--- config.mk ---
export PLATFORM = sky130hd
export DESIGN_NAME = vpu_seq_reduce_unit
export DESIGN_NICKNAME = d
export VERILOG_FILES = /design/src/rtl/vpu_pkg.sv /design/src/rtl/vpu_red_combine2.sv /design/src/rtl/vpu_seq_reduce_unit.sv
export SDC_FILE = /design/constraint.sdc
export NUM_CORES = 2
export LEC_CHECK = 0
export CAP_MARGIN = 5
export CORE_MARGIN = 3
export CORE_UTILIZATION = 55
export DETAILED_ROUTE_END_ITERATION = 12
export DONT_BUFFER_PORTS = 1
export GPL_TIMING_DRIVEN = 0
export MAX_ROUTING_LAYER = met4
export PLACE_DENSITY = 0.7
export RECOVER_POWER = 100
export SLEW_MARGIN = 20
export SYNTH_ARGS = -nofsm -noshare
export SYNTH_HDL_FRONTEND = slang
export SYNTH_SLANG_ARGS = --single-unit
--- constraint.sdc ---
create_clock -name clk -period 24.7 [get_ports clk]
set_input_delay 2.47 -clock clk [delete_from_list [all_inputs] [get_ports clk]]
set_output_delay 2.47 -clock clk [all_outputs]
set_load 0.01 [all_outputs]
--- src/rtl/vpu_pkg.sv ---
// Shared types and constants for the VPU reduction datapath.
package vpu_pkg;

    typedef enum logic [1:0] {
        RED_SUM  = 2'd0,
        RED_MAX  = 2'd1,
        RED_MIN  = 2'd2,
        RED_RSVD = 2'd3
    } vpu_red_op_t;

    typedef enum logic {
        ACC_IDLE  = 1'b0,
        ACC_ACCUM = 1'b1
    } acc_state_t;

    localparam int VPU_ELEM_WIDTH = 16;

endpackage

--- src/rtl/vpu_red_combine2.sv ---
// Two-operand reduction primitive shared by the tree nodes and the accumulator.
module vpu_red_combine2
    import vpu_pkg::*;
#(
    parameter int ELEM_WIDTH = VPU_ELEM_WIDTH
) (
    input  logic [1:0]            op,
    input  logic [ELEM_WIDTH-1:0] a,
    input  logic [ELEM_WIDTH-1:0] b,
    output logic [ELEM_WIDTH-1:0] y
);

    vpu_red_op_t op_e;
    assign op_e = vpu_red_op_t'(op);

    // NOTE: assign every always_comb output before any branch so no path can infer a latch.
    always_comb begin
        y = a + b;  // SUM and the reserved encoding both wrap modulo 2^ELEM_WIDTH
        case (op_e)
            RED_MAX: y = ($signed(a) > $signed(b)) ? a : b;
            RED_MIN: y = ($signed(a) < $signed(b)) ? a : b;
            default: ;
        endcase
    end

endmodule

--- src/rtl/vpu_seq_reduce_unit.sv ---
// Multi-beat vector reduction: registered log2 tree per beat, then an accumulator FSM
// that folds beats into one scalar broadcast on the output.
module vpu_seq_reduce_unit
    import vpu_pkg::*;
#(
    parameter  int ELEM_CNT   = 16,
    parameter  int ELEM_WIDTH = VPU_ELEM_WIDTH,
    parameter  int MAX_BEATS  = 16,
    localparam int BW         = $clog2(MAX_BEATS + 1)
) (
    input  logic                           clk,
    input  logic                           rst,
    input  logic                           in_valid,
    output logic                           in_ready,
    input  logic                           in_first,
    input  logic                           in_last,
    input  logic [1:0]                     in_op,
    input  logic [ELEM_CNT*ELEM_WIDTH-1:0] in_data,
    output logic                           out_valid,
    input  logic                           out_ready,
    output logic [ELEM_CNT*ELEM_WIDTH-1:0] out_data,
    output logic [BW-1:0]                  out_beats,
    output logic                           err_o
);

    localparam int L  = $clog2(ELEM_CNT);
    localparam int DW = ELEM_CNT * ELEM_WIDTH;
    // All tree levels packed lane-wise into one vector: level lv starts at lane 2*(ELEM_CNT - lanes(lv)).
    localparam int TW      = (2 * ELEM_CNT - 1) * ELEM_WIDTH;
    localparam int TOP_OFF = (2 * ELEM_CNT - 2) * ELEM_WIDTH;

    logic                  advance, accept;
    vpu_red_op_t           in_op_e, eff_op, vec_op_d, vec_op_q;
    logic [TW-1:0]         tree_d, tree_q;
    logic [L:0]            vld_d, vld_q, fst_d, fst_q, lst_d, lst_q;
    vpu_red_op_t           op_d [L+1];
    vpu_red_op_t           op_q [L+1];
    acc_state_t            state_d, state_q;
    logic [ELEM_WIDTH-1:0] acc_d, acc_q, acc_comb, tree_top, res;
    vpu_red_op_t           acc_op_d, acc_op_q;
    logic [BW-1:0]         cnt_d, cnt_q, res_beats;
    logic                  emit, err_d, err_q;
    logic                  out_valid_d, out_valid_q;
    logic [DW-1:0]         out_data_d, out_data_q;
    logic [BW-1:0]         out_beats_d, out_beats_q;

    assign advance   = !out_valid_q || out_ready;
    assign accept    = in_valid && advance;
    assign in_ready  = advance;
    assign in_op_e   = vpu_red_op_t'(in_op);
    // Later beats inherit the op latched from the vector's first beat.
    assign eff_op    = in_first ? in_op_e : vec_op_q;
    assign tree_top  = tree_q[TOP_OFF +: ELEM_WIDTH];
    assign out_valid = out_valid_q;
    assign out_data  = out_data_q;
    assign out_beats = out_beats_q;
    assign err_o     = err_q;

    assign tree_d[DW-1:0] = in_data;

    for (genvar lv = 1; lv <= L; lv++) begin : g_lvl
        localparam int IN_OFF  = 2 * (ELEM_CNT - (ELEM_CNT >> (lv - 1)));
        localparam int OUT_OFF = 2 * (ELEM_CNT - (ELEM_CNT >> lv));
        for (genvar j = 0; j < (ELEM_CNT >> lv); j++) begin : g_node
            vpu_red_combine2 #(.ELEM_WIDTH(ELEM_WIDTH)) u_node (
                .op (op_q[lv-1]),
                .a  (tree_q[(IN_OFF + 2*j) * ELEM_WIDTH +: ELEM_WIDTH]),
                .b  (tree_q[(IN_OFF + 2*j + 1) * ELEM_WIDTH +: ELEM_WIDTH]),
                .y  (tree_d[(OUT_OFF + j) * ELEM_WIDTH +: ELEM_WIDTH])
            );
        end
    end

    vpu_red_combine2 #(.ELEM_WIDTH(ELEM_WIDTH)) u_acc_combine (
        .op (acc_op_q),
        .a  (acc_q),
        .b  (tree_top),
        .y  (acc_comb)
    );

    always_comb begin
        vec_op_d = vec_op_q;
        if (accept && in_first) vec_op_d = in_op_e;
        vld_d   = {vld_q[L-1:0], accept};
        fst_d   = {fst_q[L-1:0], in_first};
        lst_d   = {lst_q[L-1:0], in_last};
        op_d[0] = eff_op;
        for (int i = 1; i <= L; i++) op_d[i] = op_q[i-1];
    end

    always_comb begin
        state_d   = state_q;
        acc_d     = acc_q;
        acc_op_d  = acc_op_q;
        cnt_d     = cnt_q;
        err_d     = 1'b0;
        emit      = 1'b0;
        res       = acc_comb;
        res_beats = cnt_q;
        if (advance && vld_q[L]) begin
            if (op_q[L] == RED_RSVD) err_d = 1'b1;
            if (fst_q[L]) begin
                if (state_q == ACC_ACCUM) err_d = 1'b1;
                acc_d    = tree_top;
                acc_op_d = op_q[L];
                cnt_d    = BW'(1);
                if (lst_q[L]) begin
                    emit      = 1'b1;
                    res       = tree_top;
                    res_beats = BW'(1);
                    state_d   = ACC_IDLE;
                end else begin
                    state_d = ACC_ACCUM;
                end
            end else if (state_q == ACC_IDLE) begin
                err_d = 1'b1;
            end else begin
                acc_d = acc_comb;
                if (cnt_q >= BW'(MAX_BEATS)) err_d = 1'b1;
                else                         cnt_d = cnt_q + BW'(1);
                if (lst_q[L]) begin
                    emit      = 1'b1;
                    res_beats = cnt_d;
                    state_d   = ACC_IDLE;
                end
            end
        end
    end

    always_comb begin
        out_valid_d = out_valid_q;
        out_data_d  = out_data_q;
        out_beats_d = out_beats_q;
        if (advance) begin
            out_valid_d = emit;
            if (emit) begin
                out_data_d  = {ELEM_CNT{res}};
                out_beats_d = res_beats;
            end
        end
    end

    // NOTE: sequential state uses non-blocking assignments so every flop samples pre-edge values.
    always_ff @(posedge clk or posedge rst) begin
        if (rst) begin
            vec_op_q <= RED_SUM;
            vld_q    <= '0;
            fst_q    <= '0;
            lst_q    <= '0;
            for (int i = 0; i <= L; i++) op_q[i] <= RED_SUM;
            state_q     <= ACC_IDLE;
            acc_q       <= '0;
            acc_op_q    <= RED_SUM;
            cnt_q       <= '0;
            out_valid_q <= 1'b0;
            out_data_q  <= '0;
            out_beats_q <= '0;
            err_q       <= 1'b0;
        end else begin
            err_q       <= err_d;
            out_valid_q <= out_valid_d;
            out_data_q  <= out_data_d;
            out_beats_q <= out_beats_d;
            if (advance) begin
                vec_op_q <= vec_op_d;
                vld_q    <= vld_d;
                fst_q    <= fst_d;
                lst_q    <= lst_d;
                for (int i = 0; i <= L; i++) op_q[i] <= op_d[i];
                state_q  <= state_d;
                acc_q    <= acc_d;
                acc_op_q <= acc_op_d;
                cnt_q    <= cnt_d;
            end
        end
    end

    // NOTE: tree lanes are qualified by vld_q, so the wide datapath carries no reset.
    always_ff @(posedge clk) begin
        if (advance) tree_q <= tree_d;
    end

endmodule

==> flow_metrics.tcl <==
set metrics [dict create \
    status "complete, but fails checks" \
    violations "max-capacitance violations, max-slew violations" \
    setup_tns_ns 0 \
    fillCellCount 7232 \
    synth.top_cells.by_area "sky130_fd_sc_hd__edfxtp_1 33%, sky130_fd_sc_hd__ha_1 14%, sky130_fd_sc_hd__inv_1 4.4%, sky130_fd_sc_hd__dfrtp_1 4.1%, sky130_fd_sc_hd__a21oi_1 4.0%" \
    drt_pass1_iterations 7 \
    maximum_number_of_pins_on_one_net_before_global_route_repair 62 \
    async_reset_ff_share_pct 12.98 \
    ctsHtreeMaxLevel 2 \
    half_perimeter_wire_length_of_the_detailed_placement_result_mm 101.9 \
    critical_path.startpoint_type "input port" \
    slew-limit-headroom_pct -97.23 \
    routed_wire_length_per_instance_um 22.23 \
    avgSynthCellArea_um2 9.657 \
    antenna_violations_before_repair 13 \
    clock-sinks 570 \
    die-area_um2 85810 \
    synth_seq_area_share_pct 36.98 \
    drt.antenna.violating_nets 0 \
    arrival_ns 13.21 \
    cp_common_cell "sky130_fd_sc_hd__clkbuf_1" \
    post_cts_resized 0 \
    rr_endpoint "tree_q[171]$_DFFE_PN_" \
    vdd_ir_drop_max_v 0.00007784 \
    finClkSkew_ns 0.02770 \
    grt_pass1_vias 33820 \
    synth_most_common_cell "sky130_fd_sc_hd__inv_1" \
    detailed_place.area_um2 46900 \
    initialDrtViolationCount 3273 \
    timing.setup.critical_path_class "input port to flop" \
    synth_edf_count 496 \
    initial_utilization_pct 55.86 \
    floorplan.die.width_um 292.9 \
    io-pin-count 528 \
    cap_violations 12 \
    area_fraction_of_the_dominant_cell_type_after_synthesis_pct 32.89 \
    critical_path_depth 9 \
    pwr_density_cell_nw_per_um2 168.3 \
    path_clk_slew_ns 0.06 \
    area_delta_synth_final_pct 5.416 \
    critical_path.slowest_cell "sky130_fd_sc_hd__clkbuf_1" \
    grt_overflow 0 \
    postSynthCellCount 4689 \
    cp.required_ns 24.88 \
    cpPeakStageDelay_ns 2.18 \
    clock.fmax_mhz 76.77 \
    worstSetupStartpoint "out_ready" \
    cts_inserted_buffers 61 \
    syn_area_um2 45280 \
    post-route-drc-count 0 \
    holdCritPathClass "flop to flop" \
    floorplan.rows 104 \
    postSynthRegisterBits 570 \
    grt_setup_unrepaired "false" \
    synth-main-ff-cell "sky130_fd_sc_hd__edfxtp_1" \
    cts_hold_repair.buffers 0 \
    synth-warning-count 0 \
    layout-drive-gt1-share_pct 4.821 \
    track_usage_pct 30.01 \
    setup_violations 0 \
    finalWeightedCongestion 0.9627 \
    tightest_slew_ns 2.958 \
    post-cts-setup-buffer-count 0 \
    grt_first_pass_wirelength_mm 196.9 \
    r2r_setup_slack_ns 12.97 \
    cts.root.buffer_cell "sky130_fd_sc_hd__clkbuf_16" \
    synth.largest_area_cell "sky130_fd_sc_hd__edfxtp_1" \
    hold_viol 0 \
    final_period_minus_worst_setup_slack_ns 13.03 \
    syn-num-nets 5477 \
    placeableCoreArea_um2 81070 \
    synthTopCellsByCount "532 x sky130_fd_sc_hd__inv_1, 508 x sky130_fd_sc_hd__ha_1, 496 x sky130_fd_sc_hd__edfxtp_1" \
    p_leak_nw 20.34 \
    timing_max_transition_violations_final 572 \
    crit_path_end_kind "flop" \
    wl_mm 130.8 \
    die_height_um 292.9 \
    critPathMaxFanout 58 \
    r2r_start "out_valid$_DFFE_PP0N_" \
    r2r_cells 9 \
    clkLatencyLatePin_ns 0.65 \
    synthDistinctLibCells 94 \
    endpoint "tree_q[171]$_DFFE_PN_" \
    path_delay_family "buffers and inverters" \
    critPathBufInv 8 \
    via_per_inst 6.096 \
    cell_chain_of_the_critical_path "nor2b_1 > clkbuf_1 > inv_1 > clkbuf_1 > clkbuf_1 > clkbuf_1 > clkbuf_1 > clkbuf_1 > clkbuf_1" \
    clock_tree.buffer_depth 3 \
    quantity_of_i_o_buffers_inserted_on_ports 0 \
    vias 35850 \
    clock_tree_from_tritoncts "done" \
    design_area_um2 47740 \
    finalCritPeriodShare_pct 52.74 \
    num-nets-final 5551 \
]
tightest hold or removal path: cells and delay by family, from the launching register on:
family,cells,cell delay [ns]
DFF,1,0.34
and+or+nand+nor,2,0.10
layout make-up:
type,instances,area (um^2),area share (%)
multi-input cells,3191,24000,50.28
flip-flops and latches,570,16750,35.08
inverters,536,2013,4.217
clock buffers,84,1748,3.662
plain buffers,392,1489,3.119
well taps,1060,1326,2.778
clock inverters,28,349.1,0.7313
repair buffers,11,41.29,0.08650
diodes,9,22.52,0.04718
routing by layer:
metal / GRT usage [%] / routed length, um
met2: 46.97 / 59770
met3: 4.051 / 9705
met4: 9.713 / 4395
met1: 40.56 / 56890
met5: - / 0
flip-flops by register name (all words and copies together) (netlist names):
name,flops
err_o,1
cnt_q,5
tree_q,496
state_q,1
fst_q,5
lst_q,5
out_data,16
op_q,2
acc_op_q,2
out_beats,5
acc_q,16
out_valid,1
vec_op_q,2
vld_q,5
op_d,8
kinds of logic after synthesis:
kind of cell               Yosys count  synth area share (%)
muxes                              252                 5.899
xor gates and xnor gates           214                 4.156
DFF                                570                 36.98
and+or+nand+nor                    997                 10.17
adders and majority gates          524                 14.74
buffers and inverters              928                 9.812
AOI/OAI and AO/OA                 1204                 18.24
power by group:
part	internal [mW]	switching, mW	leakage, nW
clock network	0.567	0.391	1.01
logic	1.94	3.09	13.1
registers	1.60	0.451	6.19
total	4.10	3.94	20.3
worst min-delay path by stage:
stage                         start                    to  slack, ns  depth (start not counted)
6_report       lst_q[3]$_DFFE_PP0N_  lst_q[3]$_DFFE_PP0N_       0.46                          2
5_1_grt        vld_q[2]$_DFFE_PP0N_  vld_q[2]$_DFFE_PP0N_       0.49                          2
4_1_cts        vld_q[3]$_DFFE_PP0N_  vld_q[3]$_DFFE_PP0N_       0.47                          2
3_5_place_dp   vld_q[3]$_DFFE_PP0N_  vld_q[3]$_DFFE_PP0N_       0.46                          2
3_3_place_gp   lst_q[2]$_DFFE_PP0N_  lst_q[2]$_DFFE_PP0N_       0.45                          2
2_1_floorplan  fst_q[0]$_DFFE_PP0N_  fst_q[0]$_DFFE_PP0N_       0.44                          2
cell usage in the layout, fill, tap and decap left out, types with 28 or more instances in the layout:
| cell type | n |
|---|---|
| sky130_fd_sc_hd__nor2b_1 | 57 |
| sky130_fd_sc_hd__o22ai_1 | 29 |
| sky130_fd_sc_hd__nand2b_1 | 42 |
| sky130_fd_sc_hd__nand2_1 | 268 |
| sky130_fd_sc_hd__xnor2_1 | 128 |
| sky130_fd_sc_hd__nand4_1 | 48 |
| sky130_fd_sc_hd__a21oi_1 | 363 |
| sky130_fd_sc_hd__mux2_2 | 90 |
| sky130_fd_sc_hd__mux2i_1 | 151 |
| sky130_fd_sc_hd__a222oi_1 | 35 |
| sky130_fd_sc_hd__clkbuf_1 | 402 |
| sky130_fd_sc_hd__a21o_1 | 41 |
| sky130_fd_sc_hd__a22oi_1 | 28 |
| sky130_fd_sc_hd__dfrtp_1 | 74 |
| sky130_fd_sc_hd__a221oi_1 | 74 |
| sky130_fd_sc_hd__clkbuf_16 | 65 |
| sky130_fd_sc_hd__a221o_1 | 34 |
| sky130_fd_sc_hd__o41ai_1 | 30 |
| sky130_fd_sc_hd__nor2_1 | 347 |
| sky130_fd_sc_hd__xor2_1 | 86 |
| sky130_fd_sc_hd__o21ai_0 | 193 |
| sky130_fd_sc_hd__ha_1 | 508 |
| sky130_fd_sc_hd__nand3_1 | 31 |
| sky130_fd_sc_hd__edfxtp_1 | 496 |
| sky130_fd_sc_hd__o21bai_1 | 39 |
| sky130_fd_sc_hd__o221ai_1 | 97 |
| sky130_fd_sc_hd__a31oi_1 | 37 |
| sky130_fd_sc_hd__nor3_1 | 85 |
| sky130_fd_sc_hd__o31ai_1 | 32 |
| sky130_fd_sc_hd__inv_1 | 531 |
stage by stage:
step                      power (mW)  utilization, %  setup slack (ns)  cells  hold slack [ns]
after global routing           8.599           58.88             10.52   5880           0.4869
after floorplan                5.788               -             5.621   4689           0.4386
after detailed placement       7.165           57.85             17.68   5760           0.4552
after CTS                      8.152           60.43             17.67   5872           0.4684
after global placement         7.181           57.49            0.7304   5749           0.4506
final                          8.035           58.88             11.67   5881           0.4646
Power figures use the tool's default switching activity.
